===== src/rtl/y_demux_queue.sv =====
// Registered 1-to-2 demultiplexer: routes in_data to queue A (in_sel=0) or queue B (in_sel=1).
// Latency: a word accepted at edge N appears on a_*/b_* in cycle N+1; no combinational in-to-out path.
// Backpressure: in_ready drops when the selected queue is full; a pop in the same cycle does not free space.
//
// Ports:
//   clk, reset             rising-edge clock, asynchronous active-high reset (clears all state)
//   in_valid/in_ready      producer handshake; in_data is the word, in_sel picks A (0) or B (1)
//   a_valid/a_ready/a_data queue A head and consumer handshake
//   b_valid/b_ready/b_data queue B head and consumer handshake
//   stat_a, stat_b         16-bit saturating push counters, present only with Y_DEMUX_STATS_EN

// Generic DEPTH-entry queue used for each output side.
// Latency: a pushed word is readable the cycle after the push edge.
// Backpressure: push is ignored when full, even if a pop occurs in the same cycle.
module y_demux_fifo #(
  parameter int SIZE  = 32,
  parameter int DEPTH = 2
) (
  input  logic            clk,
  input  logic            reset,
  input  logic            push,
  input  logic [SIZE-1:0] push_data,
  input  logic            pop,
  output logic            valid,
  output logic            full,
  output logic [SIZE-1:0] data
);
  localparam int AW = (DEPTH > 1) ? $clog2(DEPTH) : 1;
  localparam int CW = AW + 1;

  logic [SIZE-1:0] mem [DEPTH];
  logic [AW-1:0]   wr_ptr;
  logic [AW-1:0]   rd_ptr;
  logic [CW-1:0]   count;
  logic            do_push;
  logic            do_pop;

  assign full    = (count == CW'(DEPTH));
  assign valid   = (count != '0);
  assign data    = mem[rd_ptr];
  // Fullness is judged on the current count only, so there is no fall-through.
  assign do_push = push & ~full;
  assign do_pop  = pop & valid;

  always_ff @(posedge clk or posedge reset) begin
    if (reset) begin
      // Storage is cleared too so the data outputs never show X.
      for (int i = 0; i < DEPTH; i++) mem[i] <= '0;
      wr_ptr <= '0;
      rd_ptr <= '0;
      count  <= '0;
    end else begin
      if (do_push) begin
        mem[wr_ptr] <= push_data;
        // DEPTH is a power of two, so the pointer wraps naturally.
        wr_ptr      <= wr_ptr + AW'(1);
      end
      if (do_pop) rd_ptr <= rd_ptr + AW'(1);
      case ({do_push, do_pop})
        2'b10:   count <= count + CW'(1);
        2'b01:   count <= count - CW'(1);
        default: count <= count;
      endcase
    end
  end
endmodule

// Top level: steers one word stream into two independent queues.
// Latency: one cycle from input handshake to output visibility.
// Backpressure: in_ready depends only on in_sel and the selected queue's fullness.
// Optional statistics outputs are enabled by the Y_DEMUX_STATS_EN macro.
module y_demux_queue #(
  parameter int SIZE  = 32,
  parameter int DEPTH = 2
) (
  input  logic            clk,
  input  logic            reset,
  input  logic            in_valid,
  output logic            in_ready,
  input  logic [SIZE-1:0] in_data,
  input  logic            in_sel,
  output logic            a_valid,
  input  logic            a_ready,
  output logic [SIZE-1:0] a_data,
  output logic            b_valid,
  input  logic            b_ready,
  output logic [SIZE-1:0] b_data
`ifdef Y_DEMUX_STATS_EN
  ,
  output logic [15:0]     stat_a,
  output logic [15:0]     stat_b
`endif
);
  logic full_a;
  logic full_b;
  logic push_a;
  logic push_b;

  // Never a function of in_valid, so the producer may wait on in_ready.
  assign in_ready = in_sel ? ~full_b : ~full_a;
  assign push_a   = in_valid & in_ready & ~in_sel;
  assign push_b   = in_valid & in_ready &  in_sel;

  y_demux_fifo #(.SIZE(SIZE), .DEPTH(DEPTH)) u_fifo_a (
    .clk       (clk),
    .reset     (reset),
    .push      (push_a),
    .push_data (in_data),
    .pop       (a_ready),
    .valid     (a_valid),
    .full      (full_a),
    .data      (a_data)
  );

  y_demux_fifo #(.SIZE(SIZE), .DEPTH(DEPTH)) u_fifo_b (
    .clk       (clk),
    .reset     (reset),
    .push      (push_b),
    .push_data (in_data),
    .pop       (b_ready),
    .valid     (b_valid),
    .full      (full_b),
    .data      (b_data)
  );

`ifdef Y_DEMUX_STATS_EN
  // Push counters hold at all-ones rather than wrapping.
  always_ff @(posedge clk or posedge reset) begin
    if (reset) begin
      stat_a <= '0;
      stat_b <= '0;
    end else begin
      if (push_a && stat_a != 16'hFFFF) stat_a <= stat_a + 16'd1;
      if (push_b && stat_b != 16'hFFFF) stat_b <= stat_b + 16'd1;
    end
  end
`endif
endmodule

===== config.mk =====
export PLATFORM = sky130hd
export DESIGN_NAME = y_demux_queue
export DESIGN_NICKNAME = d
export VERILOG_FILES = /design/src/rtl/y_demux_queue.sv
export SDC_FILE = /design/constraint.sdc
export NUM_CORES = 1
export LEC_CHECK = 0
export ABC_AREA = 1
export CORE_UTILIZATION = 58
export CTS_CLUSTER_SIZE = 12
export DETAILED_ROUTE_END_ITERATION = 10
export PLACE_DENSITY = 0.84
export SLEW_MARGIN = 15
export SYNTH_ARGS = -nofsm -noshare
export SYNTH_HDL_FRONTEND = slang
export SYNTH_SLANG_ARGS = --single-unit

===== constraint.sdc =====
create_clock -name clk -period 9.1 [get_ports clk]
set_input_delay 1.82 -clock clk [delete_from_list [all_inputs] [get_ports clk]]
set_output_delay 1.82 -clock clk [all_outputs]
set_load 0.02 [all_outputs]

==> qor.yml <==
rows: 38
path_max_fanout: 66
dieWidth_um: 107
cp-end-kind: "primary output"
peakVddDrop_uv: 245
num_antenna_cells: 0
cts_root_buffer: "clkbuf_8"
io_pins: 105
syn_area_um2: 6430
fin_crit_sh_pct: 63.6
post_cts_buffers: 0
crit_path_start_kind: "primary input"
worstSetupPathType: "in -> out"
slew_viol_final: 0
slew_headroom_pct: 26.5
antenna_found_initial: 0
die_area_um2: 11500
cts_tree: "done"
max_freq_mhz: 173
grt_pass1_wl_um: 29200
worst_slack_ps: 3310
power_mw: 3.37
grt_max_degree: 79
n_fill_cell: 775
placedInstanceArea_um2: 7470
place_worst_setup_slack_ps: 3360
cp_cell_sequence: "clkdlybuf4s50_1 -> inv_2 -> a21oi_4 -> buf_4 -> or2_2 -> clkdlybuf4s50_1"
nets: 937
postRouteAntennaNets: 0
worst-slew-pin-transition_ps: 1100
final_area_um2: 8120
clock_latency_ps: 530
synthSimpleGateAreaFrac_pct: 40.2
holdPathStages: 2
synthMuxAreaShare_pct: 0
die_y_um: 107
syn2layout_area_growth_pct: 26.2
synth_cell_types: 15
leakagePower_nw: 4.23
yosys_register_bits: 136
cp_common_cell: "clkdlybuf4s50_1"
r2r_slack_ps: 6870
htreeDepth: 4
synth_area_per_cell_um2: 7.75
worstPathArrival_ps: 3970
tns_ps: 0
drv_cap: 0
ys_warn_count: 0
crit_required_ps: 7280
wl_per_cell_um: 17.4
stdcell_count: 1050
ff2ff_path_depth: 8
drc: 0
cpPeakStageDelay_ps: 590
hold_ws_ps: 480
critical-path-top-delay-family: "buffers and inverters"
rsz0062_at_grt: "false"
hold_viol: 0
synth_compound_area_share_pct: 0.156
slowest_stage: "clkdlybuf4s50_1"
power.density_nw_per_um2: 416
cts_buffers: 17
fin_crit_ps: 5790
syn_nets: 870
clkTransAtPathRegs_ps: 60
hold_path.class: "reg -> reg"
setup_viol: 0
io_buffers: 104
clock_skew_ps: 6.80
first_pass_iters: 5
drt_iter0_markers: 633
worst-path-buf-inv: 4
synth_top_family_by_area: "simple AND/OR/NAND/NOR gates"
grt_overflow: 0
grtUsageTotal_pct: 33.6
core_region_area_um2: 10800
crit_cells: 6
place_hpwl_um: 10600
clockBufferDepth: 2
place_congestion: 0.827
synthAdderAreaFrac_pct: 0.389
yosysSeqAreaShare_pct: 52.9
wl_um: 18200
via_count: 6250
cts_resized: 0
synth_xor_area_share_pct: 0.817
final_util_pct: 74.9
grt_pass1_vias: 5871
dp_cells: 1018
drive_gt1_share_pct: 5.16
start_util_pct: 59.4
status: "complete, no violations"
clock_sinks: 136
hold_buffers: 0
via_per_inst: 5.95
syn_inst: 830
==> synth_stat cells <==
cell,instances,area share [%]
a21oi_1,2,0.16
buf_2,9,0.70
buf_4,8,0.93
clkbuf_1,52,3.0
clkinv_1,2,0.12
dfrtp_1,136,53
ha_1,2,0.39
inv_1,13,0.76
inv_2,1,0.058
nand2_1,464,27
nand3_1,2,0.16
nand4_1,132,13
or2_2,1,0.097
xnor2_1,2,0.27
xor2_1,4,0.54
==> report_power, final <==
part	internal, mW	switching (mW)	total [mW]	leakage, nW
clock	0.502	0.249	0.751	0.313
sequential	0.888	0.170	1.06	1.69
combinational	0.610	0.955	1.56	2.23
==> cell families after synthesis <==
group | count (synthesis)
AOI/OAI and AO/OA | 2
xor gates and xnor gates | 6
adders and majority gates | 2
buffers and inverters | 85
DFF | 136
and+or+nand+nor | 599
==> registers in the layout (all words and copies together), names as in the netlist <==
signal	cells
u_fifo_b.rd_ptr	1
u_fifo_b.wr_ptr	1
u_fifo_b.mem	64
u_fifo_a.mem	64
u_fifo_b.count	2
u_fifo_a.rd_ptr	1
u_fifo_a.count	2
u_fifo_a.wr_ptr	1
==> worst register-to-register path, cell delays in order (launching register included) <==
cell     delay [ps]
dfrtp_1         380
inv_1           130
a21oi_4         170
buf_4           540
nand2_1         210
ha_1            370
inv_1            60
nand3_1          90
xor2_1          160
==> final timing paths <==
kind	startpoint	end
worst max-delay path	in_sel	in_ready
worst min-delay path	u_fifo_b.mem[30]	u_fifo_b.mem[30]
worst max register to register	u_fifo_a.count[0]	u_fifo_a.count[1]
worst min register to register	u_fifo_b.mem[30]	u_fifo_b.mem[30]
max in group asynchronous	reset	u_fifo_a.mem[16]
min in group asynchronous	reset	u_fifo_a.mem[27]
==> final cells by class <==
cell class	count	area, um2	area share, %
inverters	16	62.6	0.771
multi-input cells	609	2690	33.2
well taps	140	175	2.16
repair buffers	117	1140	14.0
clock buffers	25	484	5.96
clock inverters	7	163	2.00
flip-flops and latches	136	3400	41.9
==> cells in the final DEF, fill, tap and decap left out <==
cell,instances
clkinv_1,2
clkinvlp_4,1
clkbuf_1,4
xor2_1,4
nand2_1,464
or2_2,1
clkdlybuf4s50_1,103
buf_4,14
nand3_1,2
nand4_1,132
bufinv_16,5
clkbuf_16,16
a21oi_4,2
xnor2_1,2
ha_1,2
clkbuf_8,5
clkinv_2,1
inv_1,12
inv_2,1
inv_4,1
dfrtp_1,136
==> metal layers <==
metal | GRT usage, % | up-vias | part of all wire, % | wire length, um
met5 | 0 | - | 0 | 0
met4 | 19.7 | 0 | 5.4 | 984
met3 | 7.26 | 68 | 8.5 | 1540
met2 | 51.3 | 381 | 48 | 8700
met1 | 44.3 | 2965 | 38 | 7000
li1 | - | 2836 | - | -
(Power assumes the default switching activity.)
